[src/rtl/mips_pkg.sv]
// Shared MIPS32 decode constants: ALU control codes, opcodes, funct codes
// and instruction field positions used by the decode stage.
package mips_pkg;

    typedef enum logic [2:0] {
        ALU_ADD = 3'b000,
        ALU_SUB = 3'b001,
        ALU_AND = 3'b010,
        ALU_OR  = 3'b011,
        ALU_XOR = 3'b100,
        ALU_SLL = 3'b101,
        ALU_SRL = 3'b110
    } alu_op_e;

    localparam logic [5:0] OP_RTYPE = 6'h00;
    localparam logic [5:0] OP_ADDI  = 6'h08;
    localparam logic [5:0] OP_ANDI  = 6'h0C;
    localparam logic [5:0] OP_ORI   = 6'h0D;
    localparam logic [5:0] OP_XORI  = 6'h0E;

    localparam logic [5:0] F_ADD  = 6'h20;
    localparam logic [5:0] F_SUB  = 6'h22;
    localparam logic [5:0] F_AND  = 6'h24;
    localparam logic [5:0] F_OR   = 6'h25;
    localparam logic [5:0] F_XOR  = 6'h26;
    localparam logic [5:0] F_SLLV = 6'h04;
    localparam logic [5:0] F_SRLV = 6'h06;

    localparam int OPC_HI   = 31;
    localparam int OPC_LO   = 26;
    localparam int RS_HI    = 25;
    localparam int RS_LO    = 21;
    localparam int RT_HI    = 20;
    localparam int RT_LO    = 16;
    localparam int RD_HI    = 15;
    localparam int RD_LO    = 11;
    localparam int SHAMT_HI = 10;
    localparam int SHAMT_LO = 6;
    localparam int FUNCT_HI = 5;
    localparam int FUNCT_LO = 0;
    localparam int IMM_HI   = 15;
    localparam int IMM_LO   = 0;

endpackage

[src/rtl/reg_file.sv]
// 2-read / 1-write register file with r0 hardwired to zero and a
// write-through bypass so a same-cycle read sees the data being written.
module reg_file #(
    parameter int DATA_W = 32,
    parameter int NREGS  = 32,
    parameter int AW     = $clog2(NREGS)
) (
    input  logic              clk,
    input  logic              rst_n,
    input  logic              we,
    input  logic [AW-1:0]     waddr,
    input  logic [DATA_W-1:0] wdata,
    input  logic [AW-1:0]     raddr_a,
    input  logic [AW-1:0]     raddr_b,
    output logic [DATA_W-1:0] rdata_a,
    output logic [DATA_W-1:0] rdata_b
);

    logic [DATA_W-1:0] regs_q [NREGS];
    logic [DATA_W-1:0] regs_d [NREGS];
    logic              wr_s;

    assign wr_s = we && (waddr != {AW{1'b0}});

    // Next-state of the array: at most one entry updated per cycle
    always_comb begin
        regs_d = regs_q;
        if (wr_s) begin
            regs_d[waddr] = wdata;
        end else begin
            regs_d = regs_q;
        end
    end

    // Array storage; reset wipes every entry and drops the pending write
    always_ff @(posedge clk) begin
        if (!rst_n) begin
            for (int i = 0; i < NREGS; i++) begin
                regs_q[i] <= {DATA_W{1'b0}};
            end
        end else begin
            regs_q <= regs_d;
        end
    end

    // Read ports with r0 forced to zero and same-cycle write forwarding
    always_comb begin
        rdata_a = regs_q[raddr_a];
        rdata_b = regs_q[raddr_b];
        if (raddr_a == {AW{1'b0}}) begin
            rdata_a = {DATA_W{1'b0}};
        end else if (wr_s && (waddr == raddr_a)) begin
            rdata_a = wdata;
        end else begin
            rdata_a = regs_q[raddr_a];
        end
        if (raddr_b == {AW{1'b0}}) begin
            rdata_b = {DATA_W{1'b0}};
        end else if (wr_s && (waddr == raddr_b)) begin
            rdata_b = wdata;
        end else begin
            rdata_b = regs_q[raddr_b];
        end
    end

endmodule

[src/rtl/decode_stage.sv]
// MIPS32 R/I-type decode and operand fetch feeding a 3-bit-control ALU
// through a registered ID/EX stage with valid/ready handshaking.
module decode_stage
    import mips_pkg::*;
#(
    parameter int DATA_W = 32,
    parameter int NREGS  = 32
) (
    input  logic              clk,
    input  logic              rst_n,
    input  logic [31:0]       instr,
    input  logic              instr_valid,
    output logic              instr_ready,
    input  logic              wb_en,
    input  logic [4:0]        wb_addr,
    input  logic [DATA_W-1:0] wb_data,
    output logic [DATA_W-1:0] op_a,
    output logic [DATA_W-1:0] op_b,
    output logic [2:0]        alu_ctrl,
    output logic [4:0]        dest_reg,
    output logic              reg_write,
    output logic              illegal,
    output logic              out_valid,
    input  logic              out_ready
);

    logic [5:0]        opcode_s;
    logic [5:0]        funct_s;
    logic [4:0]        rs_s;
    logic [4:0]        rt_s;
    logic [4:0]        rd_s;
    logic [15:0]       imm_s;
    logic [4:0]        unused_shamt_s;
    logic [DATA_W-1:0] rs_val_s;
    logic [DATA_W-1:0] rt_val_s;

    logic [DATA_W-1:0] dec_a_s;
    logic [DATA_W-1:0] dec_b_s;
    alu_op_e           dec_ctrl_s;
    logic [4:0]        dec_dest_s;
    logic              dec_legal_s;
    logic              accept_s;

    logic              out_valid_d, out_valid_q;
    logic [DATA_W-1:0] op_a_d, op_a_q;
    logic [DATA_W-1:0] op_b_d, op_b_q;
    logic [2:0]        alu_ctrl_d, alu_ctrl_q;
    logic [4:0]        dest_reg_d, dest_reg_q;
    logic              reg_write_d, reg_write_q;
    logic              illegal_d, illegal_q;

    assign opcode_s       = instr[OPC_HI:OPC_LO];
    assign funct_s        = instr[FUNCT_HI:FUNCT_LO];
    assign rs_s           = instr[RS_HI:RS_LO];
    assign rt_s           = instr[RT_HI:RT_LO];
    assign rd_s           = instr[RD_HI:RD_LO];
    assign imm_s          = instr[IMM_HI:IMM_LO];
    assign unused_shamt_s = instr[SHAMT_HI:SHAMT_LO];

    reg_file #(
        .DATA_W (DATA_W),
        .NREGS  (NREGS)
    ) u_reg_file (
        .clk     (clk),
        .rst_n   (rst_n),
        .we      (wb_en),
        .waddr   (wb_addr),
        .wdata   (wb_data),
        .raddr_a (rs_s),
        .raddr_b (rt_s),
        .rdata_a (rs_val_s),
        .rdata_b (rt_val_s)
    );

    // Instruction decode; anything not matched stays an all-zero illegal op
    always_comb begin
        dec_a_s     = {DATA_W{1'b0}};
        dec_b_s     = {DATA_W{1'b0}};
        dec_ctrl_s  = ALU_ADD;
        dec_dest_s  = 5'd0;
        dec_legal_s = 1'b0;
        case (opcode_s)
            OP_RTYPE: begin
                dec_a_s     = rs_val_s;
                dec_b_s     = rt_val_s;
                dec_dest_s  = rd_s;
                dec_legal_s = 1'b1;
                case (funct_s)
                    F_ADD:  dec_ctrl_s = ALU_ADD;
                    F_SUB:  dec_ctrl_s = ALU_SUB;
                    F_AND:  dec_ctrl_s = ALU_AND;
                    F_OR:   dec_ctrl_s = ALU_OR;
                    F_XOR:  dec_ctrl_s = ALU_XOR;
                    F_SLLV, F_SRLV: begin
                        // Variable shifts: value comes from rt, amount from rs
                        dec_ctrl_s = (funct_s == F_SLLV) ? ALU_SLL : ALU_SRL;
                        dec_a_s    = rt_val_s;
                        dec_b_s    = {{(DATA_W-5){1'b0}}, rs_val_s[4:0]};
                    end
                    default: begin
                        dec_a_s     = {DATA_W{1'b0}};
                        dec_b_s     = {DATA_W{1'b0}};
                        dec_dest_s  = 5'd0;
                        dec_legal_s = 1'b0;
                    end
                endcase
            end
            OP_ADDI: begin
                dec_a_s     = rs_val_s;
                dec_b_s     = {{(DATA_W-16){imm_s[15]}}, imm_s};
                dec_ctrl_s  = ALU_ADD;
                dec_dest_s  = rt_s;
                dec_legal_s = 1'b1;
            end
            OP_ANDI, OP_ORI, OP_XORI: begin
                dec_a_s     = rs_val_s;
                dec_b_s     = {{(DATA_W-16){1'b0}}, imm_s};
                dec_ctrl_s  = (opcode_s == OP_ANDI) ? ALU_AND :
                              (opcode_s == OP_ORI)  ? ALU_OR  : ALU_XOR;
                dec_dest_s  = rt_s;
                dec_legal_s = 1'b1;
            end
            default: begin
                dec_legal_s = 1'b0;
            end
        endcase
    end

    assign instr_ready = !out_valid_q || out_ready;
    assign accept_s    = instr_valid && instr_ready;

    // ID/EX register next-state: load on accept, retire on consume, else hold
    always_comb begin
        out_valid_d = out_valid_q;
        op_a_d      = op_a_q;
        op_b_d      = op_b_q;
        alu_ctrl_d  = alu_ctrl_q;
        dest_reg_d  = dest_reg_q;
        reg_write_d = reg_write_q;
        illegal_d   = illegal_q;
        if (accept_s) begin
            out_valid_d = 1'b1;
            op_a_d      = dec_a_s;
            op_b_d      = dec_b_s;
            alu_ctrl_d  = dec_ctrl_s;
            dest_reg_d  = dec_dest_s;
            reg_write_d = dec_legal_s && (dec_dest_s != 5'd0);
            illegal_d   = !dec_legal_s;
        end else if (out_ready) begin
            out_valid_d = 1'b0;
        end else begin
            out_valid_d = out_valid_q;
        end
    end

    // ID/EX pipeline register
    always_ff @(posedge clk) begin
        if (!rst_n) begin
            out_valid_q <= 1'b0;
            op_a_q      <= {DATA_W{1'b0}};
            op_b_q      <= {DATA_W{1'b0}};
            alu_ctrl_q  <= 3'b000;
            dest_reg_q  <= 5'd0;
            reg_write_q <= 1'b0;
            illegal_q   <= 1'b0;
        end else begin
            out_valid_q <= out_valid_d;
            op_a_q      <= op_a_d;
            op_b_q      <= op_b_d;
            alu_ctrl_q  <= alu_ctrl_d;
            dest_reg_q  <= dest_reg_d;
            reg_write_q <= reg_write_d;
            illegal_q   <= illegal_d;
        end
    end

    assign out_valid = out_valid_q;
    assign op_a      = op_a_q;
    assign op_b      = op_b_q;
    assign alu_ctrl  = alu_ctrl_q;
    assign dest_reg  = dest_reg_q;
    assign reg_write = reg_write_q;
    assign illegal   = illegal_q;

endmodule

[config.mk]
export PLATFORM = sky130hd
export DESIGN_NAME = decode_stage
export DESIGN_NICKNAME = d
export VERILOG_FILES = /design/src/rtl/mips_pkg.sv /design/src/rtl/reg_file.sv /design/src/rtl/decode_stage.sv
export SDC_FILE = /design/constraint.sdc
export NUM_CORES = 2
export LEC_CHECK = 0
export BUFFER_PORTS_ARGS = -buffer_cell sky130_fd_sc_hd__buf_2
export CAP_MARGIN = 0
export CORE_AREA = 5 5 447 449
export DETAILED_ROUTE_END_ITERATION = 10
export DIE_AREA = 0 0 452 454
export GPL_TIMING_DRIVEN = 1
export PLACE_DENSITY = 0.46
export SYNTH_ARGS = -nofsm -noshare
export SYNTH_HDL_FRONTEND = slang
export SYNTH_HIERARCHICAL = 1
export SYNTH_SLANG_ARGS = --single-unit
[constraint.sdc]
create_clock -name clk -period 3.55 [get_ports clk]
set_input_delay 0.5325 -clock clk [delete_from_list [all_inputs] [get_ports clk]]
set_output_delay 0.5325 -clock clk [all_outputs]
set_load 0.05 [all_outputs]
==> metrics.md <==
| Metric | Value |
|---|---|
| Top reg by flops | `u_reg_file/regs_q` |
| Main flop type after synthesis | `dfxtp_1` |
| Rows | `163` |
| Crit Path Max Fanout | `3` |
| First drt pass iteration count | `6` |
| Post-synth ARST share | `0%` |
| Net Switching | `7.85 mW` |
| Crit path kind | `reg -> reg` |
| Fillers | `19.9k` |
| Req. time, crit path | `4.23 ns` |
| Layout cells sized above 1 | `18.5%` |
| Tightest Pin Transition | `1.12 ns` |
| Maximum vdd drop | `311 uV` |
| Max-Cap Viols | `0` |
| Worst Setup End Kind | `flip-flop` |
| Overall die height | `454 um` |
| Fmax | `333 MHz` |
| Die X | `452 um` |
| Share of total power in combinational logic | `10.0%` |
| GPL Wtd Cong | `0.891` |
| Post-DP HPWL | `185 mm` |
| Synthesized Nets | `6590` |
| IO buf count | `149` |
| Vias per cell | `5.88` |
| CP arrival | `3.68 ns` |
| Cts repair resizes | `0` |
| Area grow syn2layout | `15.5%` |
| # setup viols final | `0` |
| Distinct cells, synth | `68` |
| Total Routed Length | `295 mm` |
| Post-route clock skew | `0.0353 ns` |
| Largest net degree at the start of global routing | `207` |
| CTS Buffer Depth | `3` |
| CP Buf/Inv Count | `0` |
| Vias in the first global route | `49.9k` |
| Initial antenna violation count | `27` |
| Initial Utilization | `29.7%` |
| Crit path max-delay cell type | `a211oi_1` |
| Clock sinks | `1099` |
| Multi-input gate area | `33500 sq um` |
| Register area share after synthesis | `37.8%` |
| Post-layout minimum cycle time | `3.00 ns` |
| Nets | `6519` |
| Status | `finished, final reports clean` |
| Overflow after GRT | `0` |
| Average size of a mapped cell | `8.94 sq um` |
| # IOs | `150` |
| CP cell instances | `mux4_2, and2_1, a211oi_1, o211a_1, a21oi_1, a22oi_1, nor2_1, a221o_1` |
| Mapped cell area | `58200 sq um` |
| DR iter-0 viols | `7068` |
| Avg WL per Cell | `32.4 um` |
| Total negative slack | `0 ns` |
| Skew-Pair Late Insertion Delay | `0.82 ns` |
| Layout Cells excl Fill | `9112` |
| Root buf cell | `clkbuf_16` |
| Vias | `53.5k` |
| Final worst-path cycle share | `84.5%` |
| Sw frac | `26.9%` |
| Core region area | `196000 sq um` |
| Post-detailed-route count of antenna-violating nets | `0` |
| RSZ-0062 raised after global routing | `no` |
| All-Layer GR Usage | `27.7%` |
| Internal Dissipation | `21.3 mW` |
| TritonCTS Buffers | `131` |
| Endpoints failing hold | `0` |
| Share of total power in the clock network | `47.1%` |
| Pwr dens | `433 nW/um^2` |
| Synth warn | `6` |
| Max_slew headroom | `25.5%` |
| CTS tree | `done` |
| Critical path startpoint category | `flip-flop` |
| Crit path max-delay family | `compound AO/OA/AOI/OAI gates` |
| Post-synth EDFFs | `0` |
| Die ar. | `205000 sq um` |
| Residual DRC | `0` |
| Total power draw | `29.1 mW` |
| Cell count after placement | `8864` |
| CTS HTree Levels | `4` |
| Syn Inst Count | `6516` |
| Synthesized flop and latch total | `1099` |
| Min-delay worst type | `in -> reg` |
| Crit-path max cell delay | `0.85 ns` |
| Part of the power in registers | `42.9%` |
| Leak pwr | `22.7 nW` |
| Clock transition at path regs | `0.07 ns` |
| Register area | `22000 sq um` |
| Max reg flops | `1024` |
| First-pass GRT wire length | `407 mm` |
| Fin. max-slew vios | `0` |
## per-stage QoR
step                      area (sq um)  util, %  hold WS (ns)  setup WS [ns]
after CTS                        67200     34.3       0.00119          0.827
after global routing             67200     34.3        0.0380          0.589
after floorplan                  58200        -         0.443          0.691
final                            67300     34.4        0.0500          0.550
after global placement           62900     32.1         0.436         0.0267
after detailed placement         62900     32.1         0.439          0.107
## repair_timing
| action | in CTS | in global routing |
|---|---|---|
| hold buffers | 5 | 0 |
| buffers inserted | 0 | 0 |
| endpoints found under the hold margin | 5 | 0 |
| setup endpoints to repair | 0 | 0 |
## power by group through the flow
stage	combinational, mW	clock (mW)	sequential [mW]
after floorplan	1.59	0	12.8
after global placement	2.82	0	12.8
after detailed placement	2.82	0	12.8
after CTS	2.83	13.9	12.5
after global routing	2.97	14.4	12.5
final	2.91	13.7	12.5
## cell usage in the layout (no fill, tap or decap), types with 27 or more instances in the layout
cell	n
o22ai_1	75
and2_1	41
nor3_1	27
a32o_1	32
mux4_2	333
a221o_1	70
a21oi_1	63
buf_12	74
a22oi_1	86
buf_2	141
and3_1	44
nand2_2	32
a211oi_1	55
buf_4	257
a221oi_1	42
o221ai_1	32
o21ai_0	78
mux2i_1	290
nor2_1	36
nor2_4	34
nand2_1	2101
clkbuf_1	36
clkbuf_16	137
mux2_2	106
a21boi_0	993
dfxtp_1	1099
## cell type report
| type | count | share of cell area, % |
|---|---|---|
| Antenna cell | 14 | 0.0521 |
| Clock buffer | 191 | 5.67 |
| Clock inverter | 38 | 0.634 |
| Inverter | 6 | 0.0335 |
| Multi-Input combinational cell | 4724 | 49.8 |
| Sequential cell | 1099 | 32.7 |
| Tap cell | 2557 | 4.76 |
| Timing Repair Buffer | 483 | 6.32 |
## synth_stat cells, types with 8 or more instances
library cell  count  area (sq um)
o211ai_1         16           120
a211oi_1         55           413
clkbuf_2         22           110
clkbuf_1        448          1680
mux2i_1         290          2900
o221ai_1         32           280
a211o_1           8          70.1
mux2_2          106          1190
buf_6            20           225
buf_1            17          63.8
and3_1           44           275
o21ai_0          79           395
a22oi_1          86           646
dfxtp_1        1099         22000
o211a_1          10           100
a221oi_1         42           368
nand3_1           9          45.0
buf_2           145           726
a221o_1          70           701
nor3_1           28           140
a21boi_0        993          7450
buf_4            31           233
and2_1           42           263
o22ai_1          75           469
a21oi_1          63           315
nor2b_1          12          75.1
nand2_1        2133          8010
a32o_1           32           320
mux4_2          333          7500
nor2_1           71           267
or2_2             8          50.1
## worst reg2reg max path: cells and delay by family, from the launching register on
| kind | cells | cell delay, ns |
|---|---|---|
| DFF | 1 | 0.33 |
| AOI/OAI and AO/OA | 5 | 1.85 |
| and+or+nand+nor | 2 | 0.24 |
| muxes | 1 | 0.45 |
## final timing paths
check | startpoint | to | slack (ns) | cells after the start
max reg2reg | u_reg_file/regs_q[356]$_SDFFE_PN0P_ | op_b[4]$_SDFFE_PN0P_ | 0.55 | 8
min | instr[1] | op_b[1]$_SDFFE_PN0P_ | 0.05 | 2
max | u_reg_file/regs_q[356]$_SDFFE_PN0P_ | op_b[4]$_SDFFE_PN0P_ | 0.55 | 8
min reg2reg | op_b[10]$_SDFFE_PN0P_ | op_b[10]$_SDFFE_PN0P_ | 0.44 | 2
## metal layers
| metal | vias up | track usage (%) | routed length [um] |
|---|---|---|---|
| li1 | 22798 | - | - |
| met1 | 26880 | 37.3 | 123000 |
| met2 | 3136 | 41.6 | 126000 |
| met3 | 724 | 6.37 | 28300 |
| met4 | 6 | 14.3 | 17400 |
| met5 | - | 0 | 47 |
## logic make-up after synthesis
logic type	synth area share (%)
simple gates	16.2
compound gates	20.6
flops	37.8
mux	19.9
buf+inv	5.37
xor+xnor	0.150
fa+ha+maj	0.0172
Note: power is estimated with default switching activity, not from simulation.
